File: src/rtl/nn_pkg.sv
// Shared constants and FSM state type for the
// two-layer neural-network weight scheduler.
package nn_pkg;

  localparam int LENGHT_I   = 32;
  localparam int LENGHT_MID = 8;
  localparam int LENGHT_O   = 2;
  localparam int OUT_W_BASE = LENGHT_I * LENGHT_MID;

  typedef enum logic [2:0] {
    IDLE,
    MID,
    MID_DRAIN,
    OUT,
    OUT_DRAIN,
    DONE
  } state_e;

endpackage

File: src/rtl/nn_layer_scheduler_counter.sv
// Nested neuron/term counter shared by both layer walks;
// wrap_q flags that the final term of the final neuron was issued.
module nn_term_counter #(
  parameter int NW = 3,
  parameter int TW = 5
) (
  input  logic          clk,
  input  logic          reset_n,
  input  logic          clr,
  input  logic          step,
  input  logic [NW-1:0] nrn_max,
  input  logic [TW-1:0] trm_max,
  output logic [NW-1:0] nrn_q,
  output logic [TW-1:0] trm_q,
  output logic          first,
  output logic          last,
  output logic          wrap_q
);

  logic [NW-1:0] nrn_d;
  logic [TW-1:0] trm_d;
  logic          wrap_d;

  assign first = (trm_q == '0);
  assign last  = (trm_q == trm_max);

  always_comb begin
    nrn_d  = nrn_q;
    trm_d  = trm_q;
    wrap_d = wrap_q;
    if (clr) begin
      nrn_d  = '0;
      trm_d  = '0;
      wrap_d = 1'b0;
    end else if (step) begin
      wrap_d = 1'b0;
      if (!last) begin
        trm_d = trm_q + TW'(1);
      end else begin
        trm_d = '0;
        if (nrn_q == nrn_max) begin
          nrn_d  = '0;
          wrap_d = 1'b1;
        end else begin
          nrn_d = nrn_q + NW'(1);
        end
      end
    end
  end

  always_ff @(posedge clk or negedge reset_n) begin
    if (!reset_n) begin
      nrn_q  <= '0;
      trm_q  <= '0;
      wrap_q <= 1'b0;
    end else begin
      nrn_q  <= nrn_d;
      trm_q  <= trm_d;
      wrap_q <= wrap_d;
    end
  end

endmodule

File: src/rtl/nn_layer_scheduler.sv
// Forward-pass scheduler: walks mid then output layer weights,
// driving weight reads, MAC strobes and activation writes.
module nn_layer_scheduler #(
  parameter int LENGHT_I   = nn_pkg::LENGHT_I,
  parameter int LENGHT_MID = nn_pkg::LENGHT_MID,
  parameter int LENGHT_O   = nn_pkg::LENGHT_O,
  parameter int WIDTH_ADDR =
    $clog2(LENGHT_I*LENGHT_MID+LENGHT_MID*LENGHT_O)
) (
  input  logic                          clk,
  input  logic                          reset_n,
  input  logic                          start,
  input  logic                          abort,
  output logic                          busy,
  output logic                          done,
  output logic                          w_rd,
  output logic [WIDTH_ADDR-1:0]         w_addr,
  output logic                          src_sel,
  output logic [$clog2(LENGHT_I)-1:0]   src_idx,
  output logic                          mac_clr,
  output logic                          mac_en,
  output logic                          act_wr,
  output logic                          act_layer,
  output logic [$clog2(LENGHT_MID)-1:0] act_idx
);

  import nn_pkg::state_e;
  import nn_pkg::IDLE;
  import nn_pkg::MID;
  import nn_pkg::MID_DRAIN;
  import nn_pkg::OUT;
  import nn_pkg::OUT_DRAIN;
  import nn_pkg::DONE;

  localparam int SW     = $clog2(LENGHT_I);
  localparam int NW     = $clog2(LENGHT_MID);
  localparam int W_BASE = LENGHT_I * LENGHT_MID;

  state_e state_q, state_d;
  logic   drn_q, drn_d;
  logic   iss, cnt_clr, cnt_step, layer;

  logic [NW-1:0] c_nrn;
  logic [SW-1:0] c_trm;
  logic          c_first, c_last, c_wrap;
  logic [NW-1:0] nrn_max;
  logic [SW-1:0] trm_max;

  logic                  w_rd_q, w_rd_d;
  logic [WIDTH_ADDR-1:0] w_addr_q, w_addr_d;
  logic                  src_sel_q, src_sel_d;
  logic [SW-1:0]         src_idx_q, src_idx_d;
  logic                  tf_q, tf_d, tl_q, tl_d;
  logic [NW-1:0]         tn_q, tn_d;
  logic                  mac_en_q, mac_en_d;
  logic                  mac_clr_q, mac_clr_d;
  logic                  pw_q, pw_d, pl_q, pl_d;
  logic [NW-1:0]         pn_q, pn_d;
  logic                  act_wr_q, act_wr_d;
  logic                  act_layer_q, act_layer_d;
  logic [NW-1:0]         act_idx_q, act_idx_d;
  logic                  busy_q, busy_d;
  logic                  done_q, done_d;

  assign layer   = (state_q == MID_DRAIN) || (state_q == OUT);
  assign nrn_max = layer ? NW'(LENGHT_O-1) : NW'(LENGHT_MID-1);
  assign trm_max = layer ? SW'(LENGHT_MID-1) : SW'(LENGHT_I-1);

  nn_term_counter #(
    .NW(NW),
    .TW(SW)
  ) u_cnt (
    .clk    (clk),
    .reset_n(reset_n),
    .clr    (cnt_clr),
    .step   (cnt_step),
    .nrn_max(nrn_max),
    .trm_max(trm_max),
    .nrn_q  (c_nrn),
    .trm_q  (c_trm),
    .first  (c_first),
    .last   (c_last),
    .wrap_q (c_wrap)
  );

  // Issue decisions are made one cycle ahead so outputs come from flops.
  always_comb begin
    state_d  = state_q;
    drn_d    = 1'b0;
    iss      = 1'b0;
    cnt_clr  = 1'b0;
    cnt_step = 1'b0;
    unique case (state_q)
      IDLE: begin
        if (start) begin
          state_d  = MID;
          iss      = 1'b1;
          cnt_step = 1'b1;
        end
      end
      MID, OUT: begin
        if (c_wrap) begin
          state_d = (state_q == MID) ? MID_DRAIN : OUT_DRAIN;
          cnt_clr = 1'b1;
        end else begin
          iss      = 1'b1;
          cnt_step = 1'b1;
        end
      end
      MID_DRAIN: begin
        if (drn_q) begin
          state_d  = OUT;
          iss      = 1'b1;
          cnt_step = 1'b1;
        end else begin
          drn_d = 1'b1;
        end
      end
      OUT_DRAIN: begin
        if (drn_q) state_d = DONE;
        else       drn_d   = 1'b1;
      end
      DONE:    state_d = IDLE;
      default: state_d = IDLE;
    endcase
    if (abort) begin
      state_d  = IDLE;
      drn_d    = 1'b0;
      iss      = 1'b0;
      cnt_clr  = 1'b1;
      cnt_step = 1'b0;
    end
  end

  always_comb begin
    w_rd_d    = iss;
    w_addr_d  = '0;
    src_sel_d = 1'b0;
    src_idx_d = '0;
    tf_d      = 1'b0;
    tl_d      = 1'b0;
    tn_d      = '0;
    if (iss) begin
      src_sel_d = layer;
      src_idx_d = c_trm;
      tf_d      = c_first;
      tl_d      = c_last;
      tn_d      = c_nrn;
      if (layer)
        w_addr_d = WIDTH_ADDR'(W_BASE)
                 + WIDTH_ADDR'(c_nrn) * WIDTH_ADDR'(LENGHT_MID)
                 + WIDTH_ADDR'(c_trm);
      else
        w_addr_d = WIDTH_ADDR'(c_nrn) * WIDTH_ADDR'(LENGHT_I)
                 + WIDTH_ADDR'(c_trm);
    end
    mac_en_d    = w_rd_q;
    mac_clr_d   = w_rd_q & tf_q;
    pw_d        = w_rd_q & tl_q;
    pl_d        = pw_d & src_sel_q;
    pn_d        = pw_d ? tn_q : '0;
    act_wr_d    = pw_q;
    act_layer_d = pl_q;
    act_idx_d   = pn_q;
    busy_d      = (state_d == MID) || (state_d == MID_DRAIN)
               || (state_d == OUT) || (state_d == OUT_DRAIN);
    done_d      = (state_d == DONE);
    if (abort) begin
      mac_en_d    = 1'b0;
      mac_clr_d   = 1'b0;
      pw_d        = 1'b0;
      pl_d        = 1'b0;
      pn_d        = '0;
      act_wr_d    = 1'b0;
      act_layer_d = 1'b0;
      act_idx_d   = '0;
    end
  end

  always_ff @(posedge clk or negedge reset_n) begin
    if (!reset_n) begin
      state_q     <= IDLE;
      drn_q       <= 1'b0;
      w_rd_q      <= 1'b0;
      w_addr_q    <= '0;
      src_sel_q   <= 1'b0;
      src_idx_q   <= '0;
      tf_q        <= 1'b0;
      tl_q        <= 1'b0;
      tn_q        <= '0;
      mac_en_q    <= 1'b0;
      mac_clr_q   <= 1'b0;
      pw_q        <= 1'b0;
      pl_q        <= 1'b0;
      pn_q        <= '0;
      act_wr_q    <= 1'b0;
      act_layer_q <= 1'b0;
      act_idx_q   <= '0;
      busy_q      <= 1'b0;
      done_q      <= 1'b0;
    end else begin
      state_q     <= state_d;
      drn_q       <= drn_d;
      w_rd_q      <= w_rd_d;
      w_addr_q    <= w_addr_d;
      src_sel_q   <= src_sel_d;
      src_idx_q   <= src_idx_d;
      tf_q        <= tf_d;
      tl_q        <= tl_d;
      tn_q        <= tn_d;
      mac_en_q    <= mac_en_d;
      mac_clr_q   <= mac_clr_d;
      pw_q        <= pw_d;
      pl_q        <= pl_d;
      pn_q        <= pn_d;
      act_wr_q    <= act_wr_d;
      act_layer_q <= act_layer_d;
      act_idx_q   <= act_idx_d;
      busy_q      <= busy_d;
      done_q      <= done_d;
    end
  end

  assign busy      = busy_q;
  assign done      = done_q;
  assign w_rd      = w_rd_q;
  assign w_addr    = w_addr_q;
  assign src_sel   = src_sel_q;
  assign src_idx   = src_idx_q;
  assign mac_clr   = mac_clr_q;
  assign mac_en    = mac_en_q;
  assign act_wr    = act_wr_q;
  assign act_layer = act_layer_q;
  assign act_idx   = act_idx_q;

endmodule
File: config.mk
export PLATFORM = sky130hd
export DESIGN_NAME = nn_layer_scheduler
export DESIGN_NICKNAME = d
export VERILOG_FILES = /design/src/rtl/nn_pkg.sv /design/src/rtl/nn_layer_scheduler_counter.sv /design/src/rtl/nn_layer_scheduler.sv
export SDC_FILE = /design/constraint.sdc
export NUM_CORES = 1
export LEC_CHECK = 0
export BUFFER_PORTS_ARGS = -buffer_cell sky130_fd_sc_hd__clkbuf_2
export CAP_MARGIN = 5
export CELL_PAD_IN_SITES_DETAIL_PLACEMENT = 0
export CELL_PAD_IN_SITES_GLOBAL_PLACEMENT = 1
export CORE_AREA = 2 2 78 61
export CTS_CLUSTER_DIAMETER = 80
export DETAILED_ROUTE_END_ITERATION = 16
export DIE_AREA = 0 0 80 63
export PLACE_DENSITY_LB_ADDON = 0.15
export REMOVE_ABC_BUFFERS = 1
export SKIP_CTS_REPAIR_TIMING = 1
export SYNTH_ARGS = -nofsm -noshare
export SYNTH_HDL_FRONTEND = slang
export SYNTH_HIERARCHICAL = 1
export SYNTH_SLANG_ARGS = --single-unit
export TNS_END_PERCENT = 10
File: constraint.sdc
create_clock -name clk -period 6.1 [get_ports clk]
set_clock_uncertainty 0.15 [all_clocks]
set_input_delay 1.22 -clock clk [delete_from_list [all_inputs] [get_ports clk]]
set_output_delay 1.22 -clock clk [all_outputs]
set_load 0.02 [all_outputs]
==> impl_metrics.json, run 1 <==
{
  "status": "finished, final reports clean",
  "yosysWarnings": 6,
  "endpoint_kind": "flip-flop",
  "coreArea_um2": 4309,
  "synth_flop_cell": "dfrtp_1",
  "reg2reg_from": "state_q[1]",
  "leakage_uw": 0.001124,
  "cts_tree": "yes",
  "ir_drop_uv": 141.7,
  "cts_sinks": 44,
  "hp-class": "flip-flop to flip-flop",
  "worstSetupPathType": "input pin to flip-flop",
  "power_uw": 549.1,
  "die-area_um2": 5040,
  "arrival_ps": 2560,
  "fin_tns_setup_ps": 0,
  "grt_setup_unrepaired": "false",
  "crit_family": "compound AO/OA/AOI/OAI gates",
  "ios": 29,
  "seq_area_frac_synth_pct": 55.07,
  "synth_edf_count": 0,
  "cp.buffers_inverters": 1,
  "cp_num_cells": 6,
  "report.final.slew_viol_count": 0,
  "die_y_um": 63,
  "ys_types": 47,
  "avgViaCountPerCell": 4.930,
  "antenna_found_initial": 0,
  "critPathMaxFanout": 26,
  "drc_errors": 0,
  "grt_pass1_vias": 1258,
  "place.gp.congestion": 0.7247,
  "cts_made_buffers": 5,
  "drv_cap": 0,
  "fmax_ghz": 0.4018,
  "cts_root_buffer": "clkbuf_8",
  "cp_slowest_cell": "o211a_4",
  "clock_latency_ps": 290,
  "syn_to_final_growth_pct": 12.77,
  "start_util_pct": 46.40,
  "syn_avg_cell_area_um2": 11.69,
  "wl_um": 3376,
  "drive_gt1_share_pct": 24.88,
  "wl_per_cell_um": 13.09,
  "critical_path.endpoint": "u_cnt/nrn_q[1]",
  "cts.clk_slew.worst_paths_ps": 80,
  "async_reset_ff_share_pct": 100.0,
  "reg2regPathDepth": 6,
  "max_slew_margin_pct": 29.62,
  "worst_slew_pin_slew_ps": 1056,
  "syn_inst": 171,
  "nNetsFinal": 210,
  "rr_endpoint": "u_cnt/wrap_q",
  "power_density_nw_per_um2": 243.5,
  "min_period_over_period_pct": 40.80,
  "fin_cells": 258,
  "cp_cell_sequence": "clkbuf_2 -> nor2_1 -> o211a_4 -> nand2b_1 -> o21ai_2 -> mux2i_1",
  "antenna_left": 0,
  "antenna_cells": 0,
  "gr-total-overflow": 0,
  "rows": 21,
  "clock_path_buffers": 2,
  "dr.pass1.iters": 4,
  "critical_path.startpoint": "abort",
  "grtUsageTotal_pct": 15.61,
  "critPathLaunchType": "input pin",
  "dp_hpwl_um": 2363,
  "synth_area_um2": 1999,
  "htreeDepth": 2,
  "grt_pass1_wl_um": 5934,
  "grt_max_degree": 45,
  "num_vias": 1272,
  "die_x_um": 80,
  "cp.required_ps": 6170,
  "finalSetupViolCount": 0,
  "port-buffer-count": 28,
  "critical-path-max-stage-delay_ps": 330,
  "synth_seq_cells": 44,
  "hold_violations": 0,
  "rrSetupSlack_ps": 3640,
  "place_inst": 250,
  "drtIter0Drc": 33,
  "min_period_ps": 2489
}
==> cell families after synthesis <==
group	after synthesis	synth area share, %
AOI/OAI and AO/OA	23	9.073
xor gates and xnor gates	14	6.508
adders and majority gates	6	4.130
buffers and inverters	19	4.881
DFF	44	55.07
muxes	3	1.752
other	1	0.1876
and+or+nand+nor	61	18.40
==> worst min path at each step <==
stage,to,slack [ps],start,depth (start not counted)
after floorplan,mac_clr,280,tf_q,1
after global placement,act_layer,300,pl_q,1
after detailed placement,act_layer,300,pl_q,1
after CTS,act_layer,320,pl_q,1
after global routing,act_idx[2],340,pn_q[2],1
final,act_idx[2],310,pn_q[2],1
==> layout make-up <==
| cell class | count | area [µm²] |
|---|---|---|
| Tap cell | 57 | 71.32 |
| Timing Repair Buffer | 28 | 140.1 |
| Clock inverter | 2 | 10.01 |
| Fill cell | 429 | 2054 |
| Inverter | 9 | 33.78 |
| Multi-Input combinational cell | 112 | 815.8 |
| Sequential cell | 44 | 1101 |
| Clock buffer | 6 | 82.58 |
==> synthesized netlist by cell type (2+ instances only) <==
cell	number	area, µm²
a21oi_1	5	25.02
o221a_2	2	22.52
nor3_1	2	10.01
nand2_1	6	22.52
buf_2	3	15.01
xor2_1	5	43.79
nor2b_1	8	50.05
o211ai_1	2	15.01
a211oi_1	2	15.01
mux2i_1	2	20.02
or3_1	2	12.51
ha_1	5	62.56
nand2b_1	4	25.02
and2_4	5	43.79
clkbuf_1	2	7.510
and2_1	9	56.30
buf_4	4	30.03
xnor2_1	8	70.07
inv_1	9	33.78
nand3_1	3	15.01
nor2_1	9	33.78
dfrtp_1	44	1101
and3_1	5	31.28
a31oi_1	2	12.51
==> per-layer routing <==
layer,track usage (%),wire length [µm]
met4,6.356,57
met2,22.29,1489
met1,22.08,1642
met5,0,0
met3,4.769,187
==> cells in the final DEF (no fill, tap or decap), types with 2 or more instances in the layout <==
| cell type | instances |
|---|---|
| o211ai_1 | 2 |
| nor2b_1 | 8 |
| o221a_2 | 2 |
| nand3_1 | 3 |
| or3_1 | 2 |
| a211oi_1 | 2 |
| and2_4 | 5 |
| a31oi_1 | 2 |
| mux2i_1 | 2 |
| inv_1 | 9 |
| and3_1 | 5 |
| a21oi_1 | 5 |
| clkbuf_8 | 6 |
| ha_1 | 5 |
| clkinv_2 | 2 |
| nand2_1 | 6 |
| and2_1 | 9 |
| xnor2_1 | 8 |
| nor2_1 | 9 |
| nor3_1 | 2 |
| nand2b_1 | 4 |
| dfrtp_1 | 44 |
| conb_1 | 5 |
| clkbuf_2 | 28 |
| xor2_1 | 5 |
==> sequential cells by signal (all words and copies together) (netlist names), 3 cells and up <==
name / flops
src_idx: 5
u_cnt/trm_q: 5
w_addr: 5
act_idx: 3
pn_q: 3
state_q: 3
tn_q: 3
u_cnt/nrn_q: 3
==> stage by stage <==
step	setup WS, ps	cell area, µm²	hold WS (ps)	utilization (%)
after floorplan	3584	1951	277.7	-
after global placement	3347	2162	296.0	50.17
after detailed placement	3305	2162	297.5	50.17
after CTS	3621	2255	316.5	52.32
after global routing	3446	2255	336.0	52.32
final	3611	2255	309.0	52.32
==> report_power, final <==
part	internal [µW]	switching, µW	total (µW)
Combinational	20.5	34.5	55.0
Sequential	300	10.6	311
Clock	90.3	93.0	183
Total	411	138	549
No activity file was read; power rests on OpenSTA's default activity.
==> inputs of run 2 (changes only) <==
Settings changed: ABC_AREA set to 1, CORE_AREA 2 2 78 61 to 2 2 85 67, DIE_AREA 0 0 80 63 to 0 0 87 69.
Clock period 6.1 ns to 2.55 ns, I/O delays scaled along.
==> run 2 against run 1 <==
Largest power group unchanged. First-iteration DRC count is 140% higher. Combinational power is 150% higher. Worst setup slack worse by 3100 ps. Largest cell class unchanged.
==> impl_metrics.json, run 2 <==
{
  "antenna_cells": 0,
  "synth_flop_cell": "dfrtp_1",
  "drive_gt1_share_pct": 23.51,
  "cts_sinks": 44,
  "drtIter0Drc": 78,
  "start_util_pct": 41.05,
  "ys_top_cells_by_count": "inv_1 (46), nand2_1 (45), dfrtp_1 (44)",
  "critical_path.startpoint": "state_q[1]",
  "pwr-share-clk_pct": 32.4,
  "finalSetupViolCount": 0,
  "synth.most_common_cell": "inv_1",
  "grtUsageTotal_pct": 14.00,
  "power_uw": 1291,
  "fin_tns_setup_ps": 0,
  "antenna_found_initial": 0,
  "min_period_over_period_pct": 81.59,
  "port-buffer-count": 28,
  "ff_latch_area_um2": 1101,
  "cts_tree": "yes",
  "drv_cap": 0,
  "min_period_ps": 2081,
  "critPathLaunchType": "flip-flop",
  "htreeDepth": 2,
  "clock_path_buffers": 2,
  "worstSetupPathType": "flip-flop to flip-flop",
  "cp.required_ps": 2580,
  "comb_power_share_pct": 10.6,
  "gr-total-overflow": 0,
  "reg2regPathDepth": 14,
  "p_sw_uw": 347.4,
  "synth_top_area_cell": "dfrtp_1",
  "place.gp.congestion": 0.8493,
  "synth_area_leaders": "dfrtp_1 (52%), inv_1 (8.2%), nand2_1 (8.0%)",
  "num_vias": 1489,
  "ir_drop_uv": 267.0,
  "rows": 23,
  "wl_per_cell_um": 10.74,
  "synth_seq_cells": 44,
  "synth_top_area_share_pct": 52.07,
  "die_x_um": 87,
  "synth_edf_count": 0,
  "seq_area_frac_synth_pct": 52.07,
  "layout_commonest_cell": "inv_1",
  "syn_avg_cell_area_um2": 8.596,
  "ios": 29,
  "min_from": "pn_q[1]",
  "grt_pass1_vias": 1456,
  "antenna_left": 0,
  "wl_um": 3727,
  "critPathMaxFanout": 16,
  "fmax_ghz": 0.4806,
  "cts_root_buffer": "clkbuf_8",
  "drc_errors": 0,
  "hp-class": "flip-flop to flip-flop",
  "placed_area_um2": 2312,
  "ys_types": 26,
  "dp_hpwl_um": 2726,
  "syn_to_final_growth_pct": 13.67,
  "p_int_uw": 943.5,
  "fill_cells": 504,
  "dr.pass1.iters": 4,
  "nNetsFinal": 295,
  "share_seq_of_total_power_pct": 57.0,
  "yosysWarnings": 6,
  "report.final.slew_viol_count": 0,
  "cts_made_buffers": 5,
  "syn_inst": 246,
  "synth_area_um2": 2115,
  "hold-path-cell-count": 2,
  "avgViaCountPerCell": 4.291,
  "coreArea_um2": 5151,
  "rrSetupSlack_ps": 470,
  "rr_endpoint": "u_cnt/trm_q[4]",
  "reg2reg_from": "state_q[1]",
  "swShare_pct": 26.91,
  "die_y_um": 69,
  "fin_area_um2": 2404,
  "grt_pass1_wl_um": 6651,
  "hold_violations": 0,
  "endpoint_kind": "flip-flop",
  "leakage_uw": 0.001350,
  "multiInputGateArea_um2": 779.5,
  "grt_max_degree": 17,
  "cts.clk_slew.worst_paths_ps": 80,
  "die-area_um2": 6003,
  "grt_setup_unrepaired": "false",
  "arrival_ps": 2120,
  "status": "finished, final reports clean",
  "clock_latency_ps": 290,
  "layout_common_cells": "inv_1 (46), nand2_1 (45), dfrtp_1 (44)",
  "async_reset_ff_share_pct": 100.0,
  "power_density_nw_per_um2": 537.1,
  "min_to": "act_idx[1]"
}
run 2: cell count changes in the layout (fill, tap and decap cells not counted), moves of 5 or more:
cell / previous run / this run
nand3_1: 3 / 15
nor2b_1: 8 / 0
xnor2_1: 8 / 3
and2_4: 5 / 0
nor2_2: 0 / 12
nor2_1: 9 / 32
nand2_1: 6 / 45
and2_1: 9 / 0
inv_1: 9 / 46
nand2_2: 0 / 5
inv_2: 0 / 7
and3_1: 5 / 0
run 2: through the flow:
step           hold WS (ps)  utilization, %  cells  setup WS (ps)
2_1_floorplan         64.41               -    247          645.3
6_report              312.8           46.66    347          469.4
3_3_place_gp          292.0           44.89    339          435.4
4_1_cts              -23.38           46.47    346          467.2
3_5_place_dp          299.6           44.89    339          379.9
5_1_grt               335.2           46.66    347          215.3
run 2: worst max-delay path, cell delays in order, from the launching register on:
cell and delay [ps]:
dfrtp_1 430, inv_1 90, nand2_2 90, nor2_2 40, nor2_2 100, o21ai_2 80
nand2_4 210, inv_2 100, nor2_2 190, inv_2 90, nand2_1 100, nor2_1 50
nand2_1 60, xor2_1 140, nor2_1 60
run 2: worst max path at each step:
stage	end	slack, ps	cells after the start
3_5_place_dp	u_cnt/trm_q[4]	380	11
4_1_cts	u_cnt/trm_q[4]	470	14
6_report	u_cnt/trm_q[4]	470	14
3_3_place_gp	u_cnt/trm_q[4]	440	11
2_1_floorplan	u_cnt/trm_q[4]	650	13
5_1_grt	u_cnt/trm_q[4]	220	14
run 2: metal layers:
layer  vias up  track usage (%)  routed length [µm]
met5         -                0                   0
met1       660            19.80                1935
met3         4            3.353                 157
met2        32            20.44                1579
li1        793                -                   -
met4         0            5.729                  55
run 2: layout make-up:
| cell class | count | share of cell area [%] |
|---|---|---|
| clock buffers | 5 | 2.863 |
| clock inverters | 2 | 0.5206 |
| inverters | 53 | 8.277 |
| multi-input cells | 150 | 32.43 |
| flip-flops and latches | 44 | 45.81 |
| well taps | 62 | 3.227 |
| repair buffers | 31 | 6.871 |
run 2: power groups by stage:
| stage | clock (µW) | combinational, µW | sequential (µW) |
|---|---|---|---|
| finish | 418 | 137 | 735 |
| global route | 458 | 162 | 739 |
| CTS | 435 | 139 | 736 |
| detailed placement | 0 | 139 | 750 |
| global placement | 0 | 139 | 750 |
| floorplan | 0 | 82.3 | 754 |
run 2: kinds of logic (layout without fill, tap and decap cells):
group | Yosys count | in the layout | share of synthesized area (%)
and+or+nand+nor | 120 | 120 | 26.51
buffers and inverters | 59 | 91 | 12.31
DFF | 44 | 44 | 52.07
AOI/OAI and AO/OA | 10 | 10 | 2.544
adders and majority gates | 6 | 6 | 3.905
xor gates and xnor gates | 6 | 6 | 2.486
other | 1 | 8 | 0.1773
